==> config.mk <==
export PLATFORM = sky130hd
export DESIGN_NAME = pipe_pc_unit
export DESIGN_NICKNAME = d
export VERILOG_FILES = /design/src/rtl/pipe_pkg.sv /design/src/rtl/pipe_pc_unit.sv
export SDC_FILE = /design/constraint.sdc
export NUM_CORES = 1
export LEC_CHECK = 0
export ABC_AREA = 0
export CAP_MARGIN = 10
export CORE_MARGIN = 2
export CORE_UTILIZATION = 30
export CTS_CLUSTER_DIAMETER = 80
export CTS_CLUSTER_SIZE = 10
export DETAILED_ROUTE_END_ITERATION = 8
export DONT_BUFFER_PORTS = 1
export HOLD_SLACK_MARGIN = 0.12
export PLACE_DENSITY = 0.41
export SLEW_MARGIN = 15
export SYNTH_ARGS = -nofsm -noshare
export SYNTH_HDL_FRONTEND = slang
export SYNTH_SLANG_ARGS = --single-unit
==> constraint.sdc <==
create_clock -name clk -period 2.8 [get_ports clk]
set_input_delay 0.42 -clock clk [delete_from_list [all_inputs] [get_ports clk]]
set_output_delay 0.42 -clock clk [all_outputs]
set_load 0.1 [all_outputs]
==> src/rtl/pipe_pkg.sv <==
// Shared types and defaults for the fetch PC unit.
// Address type, fetch-state enum and reset/increment defaults.
package pipe_pkg;

    typedef logic [31:0] addr_t;

    typedef enum logic {
        ST_RUN  = 1'b0,
        ST_PEND = 1'b1
    } pc_state_e;

    localparam addr_t       PKG_RESET_PC = 32'h0000_0000;
    localparam int unsigned PKG_PC_INC   = 4;

endpackage

==> src/rtl/pipe_pc_unit.sv <==
// Fetch program counter with branch redirect, stall-time target capture
// and misaligned-target drop. Macro PIPE_DELAY_SLOT_EN keeps delay slot.
module pipe_pc_unit
    import pipe_pkg::*;
#(
    parameter addr_t       RESET_PC = PKG_RESET_PC,
    parameter int unsigned PC_INC   = PKG_PC_INC
) (
    input  logic        clk,
    input  logic        rst,
    input  logic        stall,
    input  logic        br_valid,
    input  logic        br_taken,
    input  logic [31:0] br_target,
    output logic [31:0] pc,
    output logic [31:0] pc_plus4,
    output logic        if_flush,
    output logic        addr_err
);

    pc_state_e r_state;
    addr_t     r_pc;
    addr_t     r_pend;
    logic      r_addr_err;

    pc_state_e w_state_nxt;
    addr_t     w_pc_nxt;
    addr_t     w_pend_nxt;
    addr_t     w_pc_inc;
    logic      w_aerr_nxt;
    logic      w_redirect;
    logic      w_req;
    logic      w_misal;
    logic      w_acc;

    assign w_req    = br_valid & br_taken;
    assign w_misal  = |br_target[1:0];
    assign w_acc    = w_req & ~w_misal;
    assign w_pc_inc = r_pc + 32'(PC_INC);

    always_comb begin
        w_state_nxt = r_state;
        w_pc_nxt    = r_pc;
        w_pend_nxt  = r_pend;
        w_aerr_nxt  = 1'b0;
        w_redirect  = 1'b0;
        unique case (r_state)
            ST_RUN: begin
                w_aerr_nxt = w_req & w_misal;
                if (!stall) begin
                    if (w_acc) begin
                        w_pc_nxt   = br_target;
                        w_redirect = 1'b1;
                    end else begin
                        w_pc_nxt = w_pc_inc;
                    end
                end else if (w_acc) begin
                    w_pend_nxt  = br_target;
                    w_state_nxt = ST_PEND;
                end
            end
            // oldest captured target wins; new requests are ignored here
            ST_PEND: begin
                if (!stall) begin
                    w_pc_nxt    = r_pend;
                    w_redirect  = 1'b1;
                    w_state_nxt = ST_RUN;
                end
            end
            default: begin
                w_state_nxt = ST_RUN;
            end
        endcase
    end

    always_ff @(posedge clk) begin
        if (rst) begin
            r_state    <= ST_RUN;
            r_pc       <= RESET_PC;
            r_pend     <= '0;
            r_addr_err <= 1'b0;
        end else begin
            r_state    <= w_state_nxt;
            r_pc       <= w_pc_nxt;
            r_pend     <= w_pend_nxt;
            r_addr_err <= w_aerr_nxt;
        end
    end

    assign pc       = r_pc;
    assign pc_plus4 = w_pc_inc;
    assign addr_err = r_addr_err;

`ifdef PIPE_DELAY_SLOT_EN
    // delay-slot instruction executes, so nothing is killed
    logic w_unused_redirect;
    assign w_unused_redirect = w_redirect;
    assign if_flush          = 1'b0;
`else
    assign if_flush = w_redirect & ~rst;
`endif

endmodule

* Word level (Yosys, flattened, before mapping) *
Cells that the tools add are included.

storage, ports and cells
  output and inout bits = 66
  input port bits = 37
  word-level logic and storage cells = 29
  register bits after elaboration = 66

operators by class
  muxes and demuxes = 11
  bitwise logic cells = 7
  eq/ne operators = 2
  $add $sub $neg = 1
  reductions and logical operators = 4

operators by type and width
  operator               count
  $mux 32                3
  $pmux 32 s2            1
  $add 32x3->32 const B  1
  $mux 1                 5
  $and 1x1->1            4
  $ne 2x2->1 const B     2
  $pmux 1 s2             2
  $reduce_or 2->1        2
  $not 1->1              3
  $reduce_and 3->1       1
  $reduce_and 2->1       1

* Depth between registers and ports, before layout *
  depth in word-level cells = 7
  mapped depth = 7
  depth with buffers taken out = 6

* Least setup slack after synthesis *
No wires, ideal clock.

  kind = reg-to-output
  start point = reg r_pc[2] (netlist: pc[2])
  end point = out pc_plus4[18]
  cell stages (with the launch flop) = 6
  path buffers = 0
  data arrival time = 3.647 ns
  path slack = -1.267 ns
  data required time = 2.380 ns
  cell sequence = dfxtp_1 > ha_1 > nand3_1 > nor2_1 > nand4_1 > xnor2_1

between the ends
  word-level cells in the longest chain between the ends = 1

RTL lines
  what                    RTL line            RTL
  start, declared         pipe_pc_unit.sv:22  addr_t r_pc;
  start signal, assigned  pipe_pc_unit.sv:84  r_pc <= w_pc_nxt;
  $add 32x3->32           pipe_pc_unit.sv:39  assign w_pc_inc = r_pc + 32'(PC_INC);
  end, declared           pipe_pc_unit.sv:16  output logic [31:0] pc_plus4,

No other way between the ends.

* Worst setup path in the final report *
  start point = reg r_pc[10] (netlist: pc[10])
  end point = out pc_plus4[20]

The elaborated chain is that of the path after synthesis.

==> metrics <==
flop and latch count out of synthesis=66; met1 usage=about a third; area occupied by multi-input gates=roughly 2600 µm²; DRT Wirelength=14310 µm; CTS Buffer Depth=2; Seq/Total Area, Yosys=a little over a third; endpoint type of the worst setup path=output pin; CP Class=register to output pin; Seq pwr share=35.7%; CTS Root Cell=clkbuf_16; Initial Util=between 30% and 40%; share of the synthesized area in the top cell type=a little over a third; vias per cell=~5.3; worst path required time=about 2.4 ns; IO Port Bufs=0; clock sinks=66; total CTS buffers=9; ranking of synthesized cells by area=dfxtp_1 35%, nand2_1 10%, a21oi_1 7.2%, nor2_1 5.3%, xnor2_1 3.5%; max-slew violations=0; drt wl/cell=19.58 µm; grt met3 use=6.381%; final hold vios=0; setup TNS=0 ns; clock power share=approximately 45%; Final period util=96.64%; final core utilization=about 44%; met2 usage=a little under 30%; TritonRoute pass-1 iters=5; DRC=0; GPL Wtd Cong=0.8671; grt ovf=0; Sw Pwr=0.8478 mW; CTS tree=yes; Synthesized Nets=roughly 540; worst vdd rail ir drop=0.2893 mV; largest net degree at the start of global routing=63; GR Util All Layers=22.00%; Fmax achieved=approximately 370 MHz; via count=3903; ys flop type=dfxtp_1; Post-DRT Antenna Nets=0; max_slew headroom=between 30% and 40%; WP data arrival=2.29 ns; IO Count=slightly above 100; initial antenna violation count=0; Max Cap Viol=0; vias in the first global route=roughly 3.6k; first-pass GRT wire length=around 22000 µm; pwr/cell area=522.6 nW/µm²; area of the die=13460 µm²; status=finished, final reports clean; worst skew pair latency=~0.33 ns; skew final=around 0.0047 ns; fillers=between 1k and 1.5k; EDFF count, synth=0; Die Y=between 100 and 150 µm; Static Leak=~2.0 nW; Synth Instances=505; fin cells=approximately 730; combinational power share=between 10% and 20%; synth unique cells=a little under 60; P&R area growth vs syn=41.61%; Least-Margin Pin Slew=roughly 1.0 ns; crit path max fanout=7; DR iter-0 viols=265; syn_area_per_cell=between 7 and 8 µm²; layout cells sized above 1=between 30% and 40%; endpoints failing setup=0; minimum clock period=~2.7 ns; FF+latch area=around 1400 µm²; RSZ-0062 raised after global routing=no; Nets=about 600; Min-Delay Path Class=input pin to register; DP HPWL=around 11000 µm; std cell rows=40; dpl cells=approximately 710; Die X=approximately 120 µm; H-tree depth=3; Net Sw Frac=between 30% and 40%; layer with the highest usage=met1; CP Launch Type=register; cell taking the most area after synthesis=dfxtp_1; # hold bufs at CTS=0; clk slew on worst S/H paths=around 0.060 ns; Synthesis Warnings=0; core footprint=between 10000 and 15000 µm²; async set-or-reset flop fraction in the synthesized netlist=0%; Post-Syn Area=3765 µm²; Internal=about 1.9 mW; # diodes=0
==> worst max-delay path, stage by stage (launching register included) <==
cell and delay, ns:
dfxtp_2 0.32, buf_4 0.32, nand3_1 0.31, nor3_1 0.31, nand3_1 0.25, xnor2_4 0.24, buf_12 0.19
==> power by group through the flow <==
stage | Sequential, mW | Combinational (mW) | Clock, mW
3_3_place_gp | 1.01 | 0.539 | 0
4_1_cts | 0.993 | 0.541 | 1.28
5_1_grt | 0.996 | 0.564 | 1.33
2_1_floorplan | 1.15 | 0.291 | 0
3_5_place_dp | 1.01 | 0.539 | 0
6_report | 0.993 | 0.540 | 1.25
==> cells in the mapped netlist, types with 5 or more instances <==
cell / count
nand2_1: 100
dfxtp_1: 66
a21oi_1: 54
nor2_1: 53
clkbuf_1: 23
o21ai_0: 18
nor3_1: 17
xnor2_1: 15
xor2_1: 12
inv_1: 11
nand3_1: 11
a221oi_1: 10
nand4_1: 10
nor2b_1: 9
o22ai_1: 8
a221o_1: 6
buf_2: 6
a31o_2: 5
==> repair_timing <==
item                                    CTS  global route
hold endpoints to repair                  0             0
endpoints found under the setup margin    3             2
gates cloned                              0             0
resized for setup                         2             2
buffers inserted                          0             1
pin swaps                                 0             0
==> logic make-up after synthesis <==
| group | after synthesis | synth area share [%] |
|---|---|---|
| simple gates | 241 | 31.64 |
| compound gates | 120 | 20.17 |
| flops | 66 | 35.09 |
| buf+inv | 48 | 5.949 |
| xor+xnor | 27 | 6.281 |
| mux | 2 | 0.5318 |
| fa+ha+maj | 1 | 0.3323 |
==> metrics by stage <==
stage	hold slack, ns	total power [mW]	cell area [µm²]	worst slack, ns
finish	0.1482	2.786	5331	0.09415
global route	0.1379	2.892	5331	0.004799
CTS	0.1378	2.816	5318	0.04647
detailed placement	0.4408	1.553	4989	0.2678
global placement	0.4311	1.552	4989	0.2569
floorplan	0.4312	1.441	4179	-0.02390
==> per-layer routing <==
| metal | vias to the layer above | share of wire [%] |
|---|---|---|
| met4 | 0 | 1.3 |
| met5 | - | 0 |
| met3 | 11 | 9.8 |
| li1 | 1880 | - |
| met1 | 1846 | 48 |
| met2 | 166 | 41 |
==> cell usage in the layout (no fill, tap or decap), types with 3 or more instances in the layout <==
| master | n |
|---|---|
| inv_1 | 11 |
| o22ai_1 | 8 |
| nand4_1 | 10 |
| o311ai_0 | 4 |
| dfxtp_2 | 26 |
| xnor2_4 | 6 |
| a21oi_1 | 54 |
| dfxtp_4 | 3 |
| nand2b_1 | 4 |
| and4_1 | 4 |
| buf_4 | 63 |
| nand2_1 | 99 |
| a221o_1 | 6 |
| clkbuf_16 | 9 |
| and3_1 | 3 |
| xnor2_2 | 9 |
| nor3_1 | 17 |
| xor2_4 | 9 |
| or3_1 | 3 |
| clkbuf_1 | 3 |
| nor2_1 | 51 |
| a31o_2 | 5 |
| a221oi_1 | 10 |
| nor4_1 | 4 |
| nor2b_1 | 9 |
| xor2_2 | 3 |
| dfxtp_1 | 37 |
| buf_12 | 14 |
| nand3_1 | 11 |
| and2_1 | 4 |
| o21ai_0 | 18 |
==> area by class of cell <==
class | count | area share, %
Inverter | 11 | 0.7745
Timing Repair Buffer | 79 | 14.55
Tap cell | 168 | 3.943
Clock inverter | 2 | 1.126
Clock buffer | 14 | 4.952
Multi-Input combinational cell | 391 | 49.05
Sequential cell | 66 | 25.60
==> flip-flops by register name, indices dropped and copies added, names as in the netlist <==
signal and flops:
addr_err 1, r_state 1, r_pend 32, pc 32
==> path summary, 6_finish.rpt <==
path | start | slack, ns | to | cells after the start
hold reg to reg | r_pend[2]$_SDFFE_PP0P_ | 0.45 | r_pend[2]$_SDFFE_PP0P_ | 2
setup reg to reg | pc[2]$_SDFFE_PP0P_ | 0.54 | pc[29]$_SDFFE_PP0P_ | 7
setup / recovery | pc[10]$_SDFFE_PP0P_ | 0.09 | pc_plus4[20] | 6
hold / removal | rst | 0.15 | pc[0]$_SDFFE_PP0P_ | 1
No activity file was read; power rests on OpenSTA's default activity.
